$ cat config.mk
export PLATFORM = sky130hd
export DESIGN_NAME = logo_sprite_display
export DESIGN_NICKNAME = d
export VERILOG_FILES = /design/src/rtl/logo_sprite_display_pkg.sv /design/src/rtl/logo_sprite_display_anim_ctrl.sv /design/src/rtl/logo_sprite_display.sv
export SDC_FILE = /design/constraint.sdc
export NUM_CORES = 1
export LEC_CHECK = 0
export ABC_AREA = 1
export ABC_CLOCK_PERIOD_IN_PS = 1700
export CAP_MARGIN = 20
export CORE_ASPECT_RATIO = 1.25
export CORE_UTILIZATION = 41
export DETAILED_ROUTE_END_ITERATION = 12
export PLACE_DENSITY = 0.77
export SYNTH_ARGS = -nofsm -noshare
export SYNTH_HDL_FRONTEND = slang
export SYNTH_SLANG_ARGS = --single-unit
$ cat constraint.sdc
create_clock -name clk -period 1.7 [get_ports clk]
set_clock_uncertainty 0.05 [all_clocks]
set_input_delay 0.17 -clock clk [delete_from_list [all_inputs] [get_ports clk]]
set_output_delay 0.17 -clock clk [all_outputs]
set_load 0.005 [all_outputs]
$ cat src/rtl/logo_sprite_display_pkg.sv
// Shared types for the logo sprite overlay.
// Holds the animation state encoding, mode encoding and colour width.
package logo_sprite_display_pkg;

   localparam int COLOR_W = 12;

   typedef enum logic [1:0] {
      ST_IDLE  = 2'd0,
      ST_SLIDE = 2'd1,
      ST_HOLD  = 2'd2,
      ST_BLINK = 2'd3
   } anim_state_e;

   typedef enum logic [1:0] {
      MODE_STATIC = 2'd0,
      MODE_SLIDE  = 2'd1,
      MODE_BLINK  = 2'd2,
      MODE_RSVD   = 2'd3
   } mode_e;

endpackage

$ cat src/rtl/logo_sprite_display_anim_ctrl.sv
// Logo animation controller: slide-in / blink FSM.
// Ports: clk, reset_n, frame_tick, start, mode in; ypos, visible, anim_done out.
module logo_anim_ctrl
   import logo_sprite_display_pkg::*;
#(
   parameter int Y_HOME       = 64,
   parameter int Y_START      = 0,
   parameter int SLIDE_STEP   = 2,
   parameter int BLINK_FRAMES = 32
) (
   input  logic       clk,
   input  logic       reset_n,
   input  logic       frame_tick,
   input  logic       start,
   input  logic [1:0] mode,
   output logic [9:0] ypos,
   output logic       visible,
   output logic       anim_done
);

   localparam int CNT_W = (BLINK_FRAMES > 1) ?
                          $clog2(BLINK_FRAMES) : 1;

   anim_state_e state_q, state_d;
   logic [9:0] ypos_q, ypos_d;
   logic vis_q, vis_d;
   logic [CNT_W-1:0] cnt_q, cnt_d;
   logic [10:0] step_sum;

   assign step_sum = {1'b0, ypos_q} + 11'(SLIDE_STEP);

   always_ff @(posedge clk or negedge reset_n) begin
      if (!reset_n) begin
         state_q <= ST_IDLE;
         ypos_q  <= 10'(Y_HOME);
         vis_q   <= 1'b1;
         cnt_q   <= '0;
      end else begin
         state_q <= state_d;
         ypos_q  <= ypos_d;
         vis_q   <= vis_d;
         cnt_q   <= cnt_d;
      end
   end

   // start has priority over frame_tick so a restart never also steps
   always_comb begin
      state_d = state_q;
      ypos_d  = ypos_q;
      vis_d   = vis_q;
      cnt_d   = cnt_q;
      if (start) begin
         vis_d  = 1'b1;
         cnt_d  = '0;
         ypos_d = 10'(Y_HOME);
         case (mode_e'(mode))
            MODE_SLIDE: begin
               state_d = ST_SLIDE;
               ypos_d  = 10'(Y_START);
            end
            MODE_BLINK: state_d = ST_BLINK;
            default:    state_d = ST_HOLD;
         endcase
      end else if (frame_tick) begin
         case (state_q)
            ST_SLIDE: begin
               if (step_sum >= 11'(Y_HOME)) begin
                  ypos_d  = 10'(Y_HOME);
                  state_d = ST_HOLD;
               end else begin
                  ypos_d = step_sum[9:0];
               end
            end
            ST_BLINK: begin
               if (cnt_q == CNT_W'(BLINK_FRAMES - 1)) begin
                  cnt_d = '0;
                  vis_d = ~vis_q;
               end else begin
                  cnt_d = cnt_q + 1'b1;
               end
            end
            default: ;
         endcase
      end
   end

   assign ypos      = ypos_q;
   assign visible   = vis_q;
   assign anim_done = (state_q == ST_HOLD);

endmodule

$ cat src/rtl/logo_sprite_display.sv
// Logo sprite overlay: ROM addressing, hit test and latency alignment.
// Ports: clk, reset_n, x, y, frame_tick, mode, start, rom_data in;
// rom_row, rom_col, rgb_out, logo_on, anim_done out.
module logo_sprite_display
   import logo_sprite_display_pkg::*;
#(
   parameter int          LOGO_W       = 368,
   parameter int          LOGO_H       = 35,
   parameter int          X_POS        = 136,
   parameter int          Y_HOME       = 64,
   parameter int          Y_START      = 0,
   parameter int          SLIDE_STEP   = 2,
   parameter int          BLINK_FRAMES = 32,
   parameter logic [11:0] KEY_RGB      = 12'h6DE,
   parameter int          ROM_LAT      = 1
) (
   input  logic                       clk,
   input  logic                       reset_n,
   input  logic [9:0]                 x,
   input  logic [9:0]                 y,
   input  logic                       frame_tick,
   input  logic [1:0]                 mode,
   input  logic                       start,
   output logic [$clog2(LOGO_H)-1:0]  rom_row,
   output logic [$clog2(LOGO_W)-1:0]  rom_col,
   input  logic [COLOR_W-1:0]         rom_data,
   output logic [COLOR_W-1:0]         rgb_out,
   output logic                       logo_on,
   output logic                       anim_done
);

   localparam int ROW_W = $clog2(LOGO_H);
   localparam int COL_W = $clog2(LOGO_W);

   logic [9:0] ypos;
   logic visible;
   logic [9:0] row_full, col_full;
   logic [10:0] x_w, y_w, yp_w;
   logic hit;
   logic [ROM_LAT-1:0] hit_q, hit_d;

   logo_anim_ctrl #(
      .Y_HOME       (Y_HOME),
      .Y_START      (Y_START),
      .SLIDE_STEP   (SLIDE_STEP),
      .BLINK_FRAMES (BLINK_FRAMES)
   ) u_ctrl (
      .clk        (clk),
      .reset_n    (reset_n),
      .frame_tick (frame_tick),
      .start      (start),
      .mode       (mode),
      .ypos       (ypos),
      .visible    (visible),
      .anim_done  (anim_done)
   );

   assign row_full = y - ypos;
   assign col_full = x - 10'(X_POS);
   assign rom_row  = row_full[ROW_W-1:0];
   assign rom_col  = col_full[COL_W-1:0];

   // widen to 11 bits so X_POS+LOGO_W and ypos+LOGO_H cannot wrap
   assign x_w  = {1'b0, x};
   assign y_w  = {1'b0, y};
   assign yp_w = {1'b0, ypos};

   assign hit = (x_w >= 11'(X_POS)) &&
                (x_w < 11'(X_POS + LOGO_W)) &&
                (y_w >= yp_w) &&
                (y_w < yp_w + 11'(LOGO_H));

   // hit travels alongside the ROM read so both land together
   always_comb begin
      hit_d    = hit_q;
      hit_d[0] = hit;
      for (int i = 1; i < ROM_LAT; i++) begin
         hit_d[i] = hit_q[i-1];
      end
   end

   always_ff @(posedge clk or negedge reset_n) begin
      if (!reset_n) begin
         hit_q <= '0;
      end else begin
         hit_q <= hit_d;
      end
   end

   assign logo_on = hit_q[ROM_LAT-1] && visible &&
                    (rom_data != KEY_RGB);
   assign rgb_out = logo_on ? rom_data : '0;

endmodule

==> reports/results.tsv <==
metric	value	unit
CTS tree	done	
post-layout util	76.3	%
WL/cell	13.5	microns
DRC	0	
Net count, final	473	
minimum clock period	2.12	ns
peak supply drop	0.343	mV
Cell Area, Synth	1900	sq um
Pre-Repair DR Iteration Count	5	
final setup margin	-0.416	ns
worst path required time	1.83	ns
top sig layer	met4	
Seq/Total Area, Yosys	23.9	%
Final period util	124	%
Final Setup Violations	14	
Num CTS Buffers	3	
Worst path most repeated cell	nor2_1	
vias	2355	
H-tree levels	1	
Via density	5.05	
final wirelength	6290	microns
Antenna Violating Nets Remaining	0	
status	complete, but fails checks	
vias in the first global route	2425	
Mean Syn Cell Area	6.82	sq um
initial antenna violation count	0	
Final Cell Area	3370	sq um
pre-CTS WS	-0.637	ns
Reg-to-Reg Start	u_ctrl.ypos[3]	
fillers	303	
Post-synth top flop	dfrtp_1	
Slew Limit Fails	0	
DP Wirelength	4180	microns
Peak Freq	0.473	GHz
total power	1.64	mW
ratio of cells with drive above 1 in the final layout	38.7	%
#FFs+latches synth	18	
Max-cap violations	0	
first-pass GRT wire length	9810	microns
CORE AREA	4430	sq um
CTS Hold Buffers Added	0	
worst-path fanout max	3	
Mapped Cells	278	
Static Leak	1.71	nW
GRT Util Overall	24.4	%
pin count of the biggest net entering global routing	19	
syn_nets	342	
Fin Setup TNS	-2.20	ns
I/O Buffers	60	
Final Hold Vio Count	0	
Routed met1 length	2240	microns
Initial DRC Count	63	
clk sink count	18	
Setup crit start	u_ctrl.ypos[3]	
area grow syn2layout	78.0	%
Worst-Skew Late Latency	0.25	ns
Worst setup EP type	register	
RSZ-0062 raised after global routing	true	
family with the most delay on the worst path	simple AND/OR/NAND/NOR gates	
Die Span Y	78.0	microns
R2R depth	15	
CP arrival	2.24	ns
WS Path Type	register to register	
met3 WL	305	microns
Post-synth EDFFs	0	
FP Rows	27	
Startpoint Class	register	
FFs w/ async S/R, synth	100	%
gr ovfl total	0	
slowest stage delay, CP	0.39	ns
most frequent cells in the layout	58 x buf_4, 47 x nand2_1, 41 x inv_1	
DR WL met2	3550	microns
num ports	67	
critical path, cell by cell	buf_4 > buf_4 > nand3_1 > nand2_1 > inv_1 > nor2_2 > inv_1 > ha_4 > a21oi_2 > nor2_1 > nor3_2 > nor2_1 > nor2_1 > nand2_1 > nor2_1	
Distinct cells, synth	32	
maximum clock path buffer count	2	
Yosys warnings	0	
WP buf/inv	4	
Post-Place Cell Area	2930	sq um
Final GP Congestion	0.833	
Cell Pwr Density	486	nW/um^2
stages on the worst setup path	15	
clock slew at reported path FFs	0.07	ns
Slowest-stage cell, CP	dfrtp_1	
hold crit path type	input pin to asynchronous set/reset pin	
Initial Util	42.8	%
Worst R2R Setup Slack	-0.42	ns
violated checks	setup timing	
# diodes	0	
Die Wd	62.8	microns
most common cell after layout, fill and taps aside	buf_4	
die area	4900	sq um
Clock Tree Root	clkbuf_8	
==> layout make-up <==
cell class / count / area [sq um] / share of cell area (%)
Sequential cell: 18 / 455 / 13.5
Tap cell: 58 / 72.6 / 2.15
Clock buffer: 4 / 55.1 / 1.63
Inverter: 50 / 193 / 5.71
Multi-Input combinational cell: 203 / 1480 / 43.9
Timing Repair Buffer: 133 / 1120 / 33.1
==> per-stage QoR <==
stage	hold WS, ns	std cells
after global placement	0.290	441
after detailed placement	0.290	441
final	0.204	466
after CTS	0.209	464
after global routing	0.227	466
after floorplan	-0.176	278
==> path summary, 6_finish.rpt <==
path / to
setup / recovery: hit_q
max in group asynchronous: u_ctrl.visible
min in group clk: rom_col[1]
hold / removal: u_ctrl.cnt_q[2]
hold reg to reg: u_ctrl.cnt_q[4]
setup reg to reg: hit_q
==> worst reg2reg max path, cell delays in order (launching register included) <==
cell     delay [ns]
dfrtp_1        0.39
buf_4          0.15
buf_4          0.14
nand3_1        0.10
nand2_1        0.07
inv_1          0.08
nor2_2         0.05
inv_1          0.09
ha_4           0.21
a21oi_2        0.15
nor2_1         0.07
nor3_2         0.17
nor2_1         0.06
nor2_1         0.11
nand2_1        0.06
nor2_1         0.12
==> cell usage after synthesis, types with 2 or more instances <==
cell / number / area [sq um]
nor3_1: 3 / 15.0
xor2_1: 11 / 96.3
a21oi_1: 11 / 55.1
nand3_1: 17 / 85.1
o21ai_0: 7 / 35.0
nor2_1: 34 / 128
inv_1: 50 / 188
nand2_1: 60 / 225
xnor2_1: 4 / 35.0
o22ai_1: 4 / 25.0
nor4_1: 3 / 18.8
buf_2: 3 / 15.0
dfrtp_1: 16 / 400
or2_2: 2 / 12.5
dfstp_2: 2 / 52.6
buf_4: 4 / 30.0
nand2_2: 2 / 12.5
o21a_1: 2 / 15.0
ha_1: 25 / 313
nand4_1: 6 / 37.5
==> registers in the layout, summed over array words and instances (netlist names) <==
name,count
u_ctrl.ypos,9
u_ctrl.cnt_q,5
u_ctrl.state_q,2
hit_q,1
u_ctrl.visible,1
==> per-layer routing <==
metal / GRT usage (%) / vias to the layer above
met2: 50.4 / 89
met5: 0 / -
li1: - / 1140
met1: 24.3 / 1096
met4: 7.44 / 0
met3: 3.49 / 30
==> cell families after synthesis <==
logic type | Yosys count | synth area share, %
AO/OA/AOI/OAI | 30 | 9.11
buffers and inverters | 57 | 12.3
XOR/XNOR | 15 | 6.93
adder cells (fa/ha/maj) | 26 | 17.6
multiplexers | 1 | 0.528
AND/OR/NAND/NOR | 130 | 29.5
other | 1 | 0.198
flip-flops | 18 | 23.9
==> report_power, final <==
group          leakage [nW]  total (mW)  internal (mW)  switching, mW
clock                0.0288       0.354          0.206          0.148
combinational          1.45       0.789          0.426          0.364
sequential            0.235       0.498          0.464         0.0340
==> what timing repair did <==
action,4_1_cts,5_1_grt
setup buffers,19,4
cloned,0,0
gates resized for setup,124,42
pin swaps,19,25
endpoints found under the setup margin,29,25
Power figures use the tool's default switching activity.
